[config.mk]
export PLATFORM = sky130hd
export DESIGN_NAME = trace_fifo
export DESIGN_NICKNAME = d
export VERILOG_FILES = /design/src/rtl/trace_pkg.sv /design/src/rtl/trace_fifo.sv
export SDC_FILE = /design/constraint.sdc
export NUM_CORES = 1
export LEC_CHECK = 0
export BUFFER_PORTS_ARGS = -buffer_cell sky130_fd_sc_hd__buf_4
export CORE_MARGIN = 5
export CORE_UTILIZATION = 45
export DETAILED_ROUTE_END_ITERATION = 8
export PLACE_DENSITY = 0.64
export REMOVE_ABC_BUFFERS = 1
export SYNTH_ARGS = -nofsm -noshare
export SYNTH_HDL_FRONTEND = slang
export SYNTH_SLANG_ARGS = --single-unit
[constraint.sdc]
create_clock -name clk -period 18.8 [get_ports clk]
set_input_delay 3.76 -clock clk [delete_from_list [all_inputs] [get_ports clk]]
set_output_delay 3.76 -clock clk [all_outputs]
set_load 0.01 [all_outputs]
[src/rtl/trace_pkg.sv]
// rtl/trace_pkg.sv - trace record layout, record kinds and checker states
package trace_pkg;

    localparam int TR_W = 34;

    localparam logic [1:0] TR_REG   = 2'd0;
    localparam logic [1:0] TR_LOAD  = 2'd1;
    localparam logic [1:0] TR_STORE = 2'd2;
    localparam logic [1:0] TR_END   = 2'd3;

    // Packed as {kind[33:32], addr[31:16], data[15:0]}
    typedef struct packed {
        logic [1:0]  kind;
        logic [15:0] addr;
        logic [15:0] data;
    } trace_rec_t;

    typedef enum logic [1:0] {
        ST_RUN,
        ST_DRAIN,
        ST_DONE
    } chk_state_t;

    function automatic trace_rec_t packRec(input logic [1:0] kind, input logic [15:0] addr,
                                           input logic [15:0] data);
        trace_rec_t r;
        r.kind = kind;
        r.addr = addr;
        r.data = data;
        return r;
    endfunction

endpackage

[src/rtl/trace_fifo.sv]
// rtl/trace_fifo.sv - dual-push single-pop record buffer with per-cycle drop count
module trace_fifo
    import trace_pkg::*;
#(
    parameter int DEPTH = 8
) (
    input  logic                     clk,
    input  logic                     rst_n,
    input  logic [1:0]               pushCount,
    input  trace_rec_t               push0Rec,
    input  trace_rec_t               push1Rec,
    input  logic                     pop,
    output trace_rec_t               headRec,
    output logic [$clog2(DEPTH):0]   count,
    output logic                     full,
    output logic                     empty,
    output logic [1:0]               dropCount
);
    localparam int AW = $clog2(DEPTH);

    trace_rec_t    mem [DEPTH];
    logic [AW-1:0] wrPtr, rdPtr;
    logic [AW:0]   freeSlots;
    logic [1:0]    accepted;
    logic          popEn;

    assign empty   = count == '0;
    assign full    = count == (AW+1)'(DEPTH);
    assign popEn   = pop && !empty;
    assign headRec = mem[rdPtr];

    // Room freed by this cycle's pop is usable; the later record is the first to go
    always_comb begin
        freeSlots = (AW+1)'(DEPTH) - count + (AW+1)'(popEn);
        if ((AW+1)'(pushCount) <= freeSlots)
            accepted = pushCount;
        else
            accepted = freeSlots[1:0];
        dropCount = pushCount - accepted;
    end

    always_ff @(posedge clk) begin
        if (accepted != 2'd0)
            mem[wrPtr] <= push0Rec;
        if (accepted == 2'd2)
            mem[wrPtr + AW'(1)] <= push1Rec;
    end

    always_ff @(posedge clk or negedge rst_n) begin
        if (!rst_n) begin
            wrPtr <= '0;
            rdPtr <= '0;
            count <= '0;
        end else begin
            wrPtr <= wrPtr + AW'(accepted);
            rdPtr <= rdPtr + AW'(popEn);
            count <= count + (AW+1)'(accepted) - (AW+1)'(popEn);
        end
    end

endmodule

==> run summary, run 1 <==
IR drop worst, VDD: 0.107 mV
Net Sw Frac: 32.9%
RSZ-0062 raised after global routing: false
Initial Utilization: 45.7%
share of layout cells above drive strength 1: 58.6%
ant diodes: 0
internal power contribution: 1890 µW
largest net degree at the start of global routing: 70
fmax: 98.6 MHz
DPL Wire Length: 18.2 mm
vias: 7699
# IOs: 115
Initial DRT Pass Iterations: 5
Yosys reg bits: 282
port bufs: 114
Final setup viols: 0
Final Hold Viols: 0
GP Congestion: 0.726
Mapped Cells: 804
wire length per cell: 25.1 µm
Detail Route Antenna Nets: 0
DR vias/cell: 5.70
row cnt: 65
max_slew headroom: 22.5%
Remaining DRCs: 0
Synth top area share: 56.5%
hold path start: count[0]
Top FF cell, synth: edfxtp_1
Resized cells post-CTS: 0
Reg power frac: 38.0%
worst hold path type: reg2reg
most common cell after layout, fill and taps aside: mux2_2
cts bufs inserted: 34
first-pass GRT wire length: 52.1 mm
CP Capture Point: dropCount[1]
Clock Sinks: 282
Crit Reg-Reg Startpoint: count[2]
WP data required: 15040 ps
Layout fillers: 2612
WHS: 576 ps
Area after DPL: 15800 µm²
Critical Path Fanout Max: 5
Max-Cap Viols: 0
Critical path origin: pop
most frequent cells in the layout: 289 x mux2_2, 272 x edfxtp_1, 134 x buf_4, 68 x mux4_2, 37 x clkbuf_16
Worst Setup Start Kind: primary input
Final Max Tran Viols: 0
final WL: 33.8 mm
pwr/cell area: 168 nW/µm²
status: complete, no violations
Reg2Reg Setup Slack: 13850 ps
vias in the first global route: 8382
Comb pwr share: 40.6%
Finished Cell Area: 16800 µm²
htree depth: 2
P_sw: 926 µW
CP endpoint kind: output pin
critical path class: in2out
area added between synthesis and finish: 16.1%
Final Critical Period: 10150 ps
Clk pwr share: 21.4%
post-synth top area cell: edfxtp_1
Final TNS setup: 0 ps
Nets: 1014
clock-pin transition on the worst setup and hold timing paths: 50 ps
setup bufs post-CTS: 0
Initial DRC Count: 551
Tcrit/Tclk final: 54.0%
Syn. warnings: 0
core area: 31600 µm²
sequential fraction of the synthesis area: 58.3%
Bufs on Longest Clock Path: 3
synth unique cells: 42
EDFF count, synth: 272
largest cells by area after synthesis: edfxtp_1 57%, mux2_2 23%, mux4_2 11%
actual slew at the worst max-slew pin: 1160 ps
total global-route track usage: 19.1%
clock skew: 9.25 ps
CTS tree: yes
later-pin clock latency in the skew report: 500 ps
hold_buf cts: 0
Avg Inst Size Synth: 18.0 µm²
die width: 189 µm
die area: 35800 µm²
CTS Root Cell: clkbuf_16
P_leak: 0.00580 µW
R2R depth: 15
crit path DAT: 6390 ps
grt total ovfl: 0
Post-synth ARST share: 3.55%
initial antenna violation count: 2
Mapped Area: 14400 µm²
RR Endpoint: mem[0][20]
Chip Height: 189 µm
-- worst min-delay path by stage --
stage               endpoint  slack [ps]  depth (start not counted)
global route        count[0]         610                          1
CTS                 count[0]         580                          1
finish              count[0]         580                          1
global placement    count[0]         570                          1
detailed placement  count[0]         570                          1
floorplan           count[0]         590                          1
-- stage by stage --
step / power (µW) / utilization (%) / setup slack (ps) / std cells
final: 2820 / 53.0 / 8650 / 1350
after global routing: 2980 / 53.0 / 8350 / 1350
after CTS: 2870 / 53.0 / 8600 / 1350
after detailed placement: 2260 / 49.8 / 8620 / 1291
after global placement: 2240 / 49.8 / 8680 / 1291
after floorplan: 1820 / - / 9120 / 755
-- critical path, cell delays in order --
cell and delay (ps):
buf_4 80, nand2b_1 110, ha_1 300, inv_1 70, ha_1 320, and4bb_1 220, a211oi_1 340, nor3_1 180
o21ai_0 490, ha_1 260, xnor2_1 120, buf_4 140
-- cell usage after synthesis, types with 10 or more instances --
cell / instances
mux2_2: 289
edfxtp_1: 272
mux4_2: 68
clkbuf_1: 18
mux2_1: 18
buf_2: 16
inv_1: 16
ha_1: 14
dfrtp_1: 10
-- cell type report --
class                      instances  area (µm²)  share of cell area, %
sequential                       282        8420                   50.2
multi-input combinational        457        5760                   34.3
timing repair buffer             134        1010                   6.00
clock buffer                      47         963                   5.74
tap                              402         503                   3.00
inverter                          16        60.1                  0.358
clock inverter                    12        56.3                  0.336
-- flip-flops by register name (all words and copies together) (netlist names) --
signal / flops
count: 4
mem: 272
wrPtr: 3
rdPtr: 3
-- power by group through the flow --
| stage | combinational (µW) | sequential (µW) | clock, µW |
|---|---|---|---|
| 6_report | 1140 | 1070 | 604 |
| 2_1_floorplan | 714 | 1100 | 0 |
| 3_3_place_gp | 1160 | 1080 | 0 |
| 5_1_grt | 1240 | 1090 | 649 |
| 4_1_cts | 1170 | 1080 | 618 |
| 3_5_place_dp | 1170 | 1090 | 0 |
-- cell families after synthesis --
group / Yosys count / share of synthesized area (%)
flops: 282 / 58.3
compound gates: 18 / 0.953
mux: 376 / 34.6
fa+ha+maj: 16 / 1.49
simple gates: 38 / 1.84
buf+inv: 65 / 2.30
xor+xnor: 9 / 0.546
-- routing by layer --
layer | part of all wire [%] | vias up | global-route usage, %
met4 | 1.5 | 4 | 3.78
met1 | 42 | 3941 | 26.8
met2 | 49 | 214 | 31.6
li1 | - | 3498 | -
met3 | 7.4 | 42 | 3.58
met5 | 0.080 | - | 0
Power figures use the tool's default switching activity.
==> inputs of run 2 (changes only) <==
==> constraint.sdc (replaced) <==
create_clock -name clk -period 10.64 [get_ports clk]
set_input_delay 2.128 -clock clk [delete_from_list [all_inputs] [get_ports clk]]
set_output_delay 2.128 -clock clk [all_outputs]
set_load 0.01 [all_outputs]
==> run 2 against run 1 <==
Final cell count fell by 0.30%; via count rose by 0.23%; wire length fell by 1.8%; sequential share of layout area rose by 0.24 points; setup slack got worse by 4900 ps.
==> run summary, run 2 (same netlist as run 1, synthesis figures left out) <==
most common cell after layout, fill and taps aside: mux2_2
initial antenna violation count: 2
Clock Sinks: 282
Initial DRC Count: 535
max_slew headroom: 26.4%
total global-route track usage: 18.6%
share of layout cells above drive strength 1: 58.5%
port bufs: 114
later-pin clock latency in the skew report: 540 ps
critical path's slowest cell: o21ai_0
Worst Setup Start Kind: primary input
Reg power frac: 38.5%
fmax: 145 MHz
largest net degree at the start of global routing: 51
worst hold path type: reg2reg
area added between synthesis and finish: 15.5%
wire length per cell: 24.7 µm
grt total ovfl: 0
Final setup viols: 0
Final Max Tran Viols: 0
setup bufs post-CTS: 0
Max-Cap Viols: 0
Area after DPL: 15700 µm²
Net Sw Frac: 32.7%
sequence of cells on the critical path: buf_4 -> nand2b_1 -> ha_1 -> inv_1 -> ha_1 -> and4bb_1 -> a211oi_1 -> nor3_1 -> o21ai_0 -> ha_1 -> xnor2_1 -> buf_4
most frequent cells in the layout: 289 x mux2_2, 272 x edfxtp_1, 133 x buf_4, 68 x mux4_2, 31 x clkbuf_16
CP dominant cell by count: ha_1
clock-pin transition on the worst setup and hold timing paths: 60 ps
Crit Reg-Reg Startpoint: count[2]
first-pass GRT wire length: 51.1 mm
die width: 189 µm
critical path's top delay family: adder cells
WHS: 590 ps
actual slew at the worst max-slew pin: 1100 ps
ant diodes: 0
P_sw: 1610 µW
core area: 31600 µm²
clock skew: 9.18 ps
vias: 7717
max FFs per register: 272
Resized cells post-CTS: 0
Initial DRT Pass Iterations: 4
register name with the most flops: mem
vias in the first global route: 8164
Worst path max stage delay: 500 ps
Remaining DRCs: 0
Initial Utilization: 45.7%
RSZ-0062 raised after global routing: false
Tcrit/Tclk final: 64.9%
CTS Root Cell: clkbuf_16
Buf/Inv on CP: 3
Comb pwr share: 40.9%
Chip Height: 189 µm
IR drop worst, VDD: 0.159 mV
Finished Cell Area: 16700 µm²
Final Hold Viols: 0
crit path DAT: 4780 ps
Final TNS setup: 0 ps
DPL Wire Length: 18.3 mm
htree depth: 1
Critical Path Fanout Max: 5
# IOs: 115
Detail Route Antenna Nets: 0
WP data required: 8510 ps
Layout Cells excl Fill: 1346
CTS tree: yes
CP endpoint kind: output pin
R2R depth: 14
critical path class: in2out
largest registers: mem: 272 flops, count: 4 flops
status: complete, no violations
hold_buf cts: 0
Clk pwr share: 20.6%
dpl cells: 1290
Critical Path Stages: 12
row cnt: 65
Final Critical Period: 6900 ps
die area: 35800 µm²
Nets: 1009
Bufs on Longest Clock Path: 3
cts bufs inserted: 30
internal power contribution: 3300 µW
DR vias/cell: 5.73
CP Capture Point: dropCount[1]
RR Endpoint: mem[7][28]
Reg2Reg Setup Slack: 5630 ps
P_leak: 0.00576 µW
final WL: 33.2 mm
pwr/cell area: 294 nW/µm²
Critical path origin: pop
GP Congestion: 0.742
==> run 2: cell count changes in the layout (fill, tap and decap cells not counted), sizes merged <==
cell	delta
clkbuf	-2
clkinv	-2
inv	-1
buf	-1
bufinv	+2
==> run 2: worst min-delay path by stage <==
stage | from | end | depth (start not counted)
2_1_floorplan | count[0] | count[0] | 1
3_3_place_gp | count[0] | count[0] | 1
3_5_place_dp | count[0] | count[0] | 1
4_1_cts | count[0] | count[0] | 1
5_1_grt | count[0] | count[0] | 1
6_report | count[0] | count[0] | 1
==> run 2: power by group through the flow <==
stage | Clock, µW | Sequential (µW) | Combinational, µW
2_1_floorplan | 0 | 1950 | 1260
3_3_place_gp | 0 | 1910 | 2040
3_5_place_dp | 0 | 1920 | 2050
4_1_cts | 1040 | 1900 | 2060
5_1_grt | 1090 | 1930 | 2170
6_report | 1010 | 1890 | 2010
==> run 2: metrics by stage <==
stage / utilization, % / worst slack [ps] / power, µW
after CTS: 52.8 / 3740 / 4990
after floorplan: - / 2620 / 3210
after detailed placement: 49.8 / 3740 / 3970
after global routing: 52.8 / 3550 / 5180
final: 52.8 / 3740 / 4910
after global placement: 49.8 / 3780 / 3950
==> run 2: routing by layer <==
| metal | share of wire [%] | routed length, µm | global-route usage [%] | up-vias |
|---|---|---|---|---|
| li1 | - | - | - | 3509 |
| met1 | 43 | 14200 | 25.4 | 4000 |
| met2 | 51 | 16800 | 32.1 | 170 |
| met3 | 5.3 | 1760 | 3.23 | 34 |
| met4 | 1.2 | 411 | 2.66 | 4 |
| met5 | 0.081 | 27 | 0 | - |
==> run 2: area by class of cell <==
type                            instances  area [µm²]
Clock inverter                         11        97.6
Fill cell                            2565       14900
Timing Repair Buffer                  133         998
Inverter                               16        60.1
Tap cell                              402         503
Clock buffer                           45         848
Sequential cell                       282        8420
Multi-Input combinational cell        457        5760
==> inputs of run 3 (changes only) <==
==> constraint.sdc (replaced) <==
create_clock -name clk -period 7 [get_ports clk]
set_input_delay 1.4 -clock clk [delete_from_list [all_inputs] [get_ports clk]]
set_output_delay 1.4 -clock clk [all_outputs]
set_load 0.01 [all_outputs]
==> run 3 against run 2 <==
Worst hold slack better by 7.4 ps; critical path depth stayed put; clock skew shrank 3.2 ps; combinational power up 46%; sequential cell count is the same; setup slack worse by 2100 ps; clock power grew 60%; via count about the same; final cell count about the same; highest routed layer is now met4.
==> run summary, run 3 (same netlist as run 1, synthesis figures left out) <==
area added between synthesis and finish: 15.9%
critical path's slowest cell: nor3_1
DPL Wire Length: 19.4 mm
largest net degree at the start of global routing: 48
Final Max Tran Viols: 0
FF+latch area: 8420 µm²
most common cell after layout, fill and taps aside: mux2_2
core area: 31600 µm²
cts bufs inserted: 31
final setup margin: 1610 ps
# IOs: 115
initial antenna violation count: 0
vias: 7711
CP endpoint kind: output pin
register name with the most flops: mem
worst hold path type: reg2reg
Worst path max stage delay: 450 ps
Remaining DRCs: 0
first-pass GRT wire length: 51.2 mm
Final setup viols: 0
wire length per cell: 24.1 µm
critical path class: in2out
vias in the first global route: 8359
total global-route track usage: 18.3%
Nets: 1009
Layout fillers: 2581
Tcrit/Tclk final: 77.0%
Chip Height: 189 µm
port bufs: 114
die area: 35800 µm²
Resized cells post-CTS: 0
met2 usage: 30.9%
Bufs on Longest Clock Path: 3
Finished Cell Area: 16700 µm²
hold_buf cts: 0
RSZ-0062 raised after global routing: false
final WL: 32.5 mm
grt total ovfl: 0
crit path DAT: 3990 ps
Initial Utilization: 45.7%
most frequent cells in the layout: 289 x mux2_2, 272 x edfxtp_1, 132 x buf_4, 68 x mux4_2, 31 x clkbuf_16
status: complete, no violations
Critical Path Fanout Max: 5
Initial DRC Count: 448
Worst Setup Start Kind: primary input
max_slew headroom: 23.5%
Detail Route Antenna Nets: 0
GP Congestion: 0.758
actual slew at the worst max-slew pin: 1150 ps
sequence of cells on the critical path: buf_4 -> nand2b_1 -> ha_1 -> inv_1 -> ha_1 -> and4bb_1 -> a211oi_1 -> nor3_1 -> o21ai_0 -> ha_1 -> xnor2_1 -> buf_4
Final TNS setup: 0 ps
Max-Cap Viols: 0
clock-pin transition on the worst setup and hold timing paths: 60 ps
CTS Root Cell: clkbuf_16
share of layout cells above drive strength 1: 59.2%
Final Hold Viols: 0
max FFs per register: 272
fmax: 186 MHz
Final Critical Period: 5390 ps
row cnt: 65
Area after DPL: 15700 µm²
area of the multi-input gates: 5760 µm²
Initial DRT Pass Iterations: 5
pre-CTS setup slack: 1560 ps
CP dominant cell by count: ha_1
Layout Cells excl Fill: 1347
setup bufs post-CTS: 0
WP data required: 5600 ps
dpl cells: 1289
die width: 189 µm
met1 usage: 25.5%
largest registers: mem: 272 flops, count: 4 flops
Clock Sinks: 282
later-pin clock latency in the skew report: 560 ps
P_leak: 0.00579 µW
ant diodes: 0
clock skew: 6.00 ps
IR drop worst, VDD: 0.266 mV
Most Crowded Layer GR: met2
met3 usage: 3.04%
htree depth: 1
WHS: 597 ps
pwr/cell area: 449 nW/µm²
DR vias/cell: 5.72
CTS tree: yes
run 3: changes by cell type in the layout (fill, tap and decap cells not counted), moves of 2 or more:
cell and change:
clkinvlp_4 +2, clkbuf_8 -2, clkbuf_1 -7, clkinv_2 +5, bufinv_16 +2
run 3: critical path: cells and delay by family:
family	cells	cell delay, ps
xor+xnor	1	160
fa+ha+maj	3	790
buf+inv	3	370
compound gates	2	380
simple gates	3	870
run 3: final timing paths:
check / startpoint / end / slack [ps] / cells past startpoint
worst max-delay path: pop / dropCount[1] / 1610 / 12
worst min-delay path: count[0] / count[0] / 600 / 1
worst max register to register: count[2] / mem[3][15] / 2180 / 15
worst min register to register: count[0] / count[0] / 600 / 1
max in group asynchronous: rst_n / rdPtr[0] / 6160 / 1
min in group asynchronous: rst_n / count[3] / 670 / 1
run 3: layout make-up:
| type | instances | share of cell area [%] |
|---|---|---|
| well taps | 402 | 3.00 |
| multi-input cells | 457 | 34.4 |
| repair buffers | 132 | 5.92 |
| inverters | 16 | 0.359 |
| flip-flops and latches | 282 | 50.3 |
| clock buffers | 36 | 4.75 |
| clock inverters | 22 | 1.26 |
run 3: report_power, final:
part | switching [µW] | internal [µW] | total [µW]
combinational | 1450 | 1490 | 2930
sequential | 340 | 2620 | 2960
clock | 664 | 956 | 1620
total | 2450 | 5060 | 7520
run 3: metal layers:
metal,wire [µm],up-vias,share of wire [%]
li1,-,3511,-
met1,14400,3999,44
met2,16000,168,49
met3,1520,33,4.7
met4,512,0,1.6
met5,0,-,0
run 3: stage by stage:
| stage | util, % | power, µW |
|---|---|---|
| final | 52.9 | 7520 |
| after global routing | 52.9 | 7950 |
| after CTS | 52.9 | 7650 |
| after detailed placement | 49.7 | 6010 |
| after global placement | 49.7 | 5980 |
| after floorplan | - | 4880 |
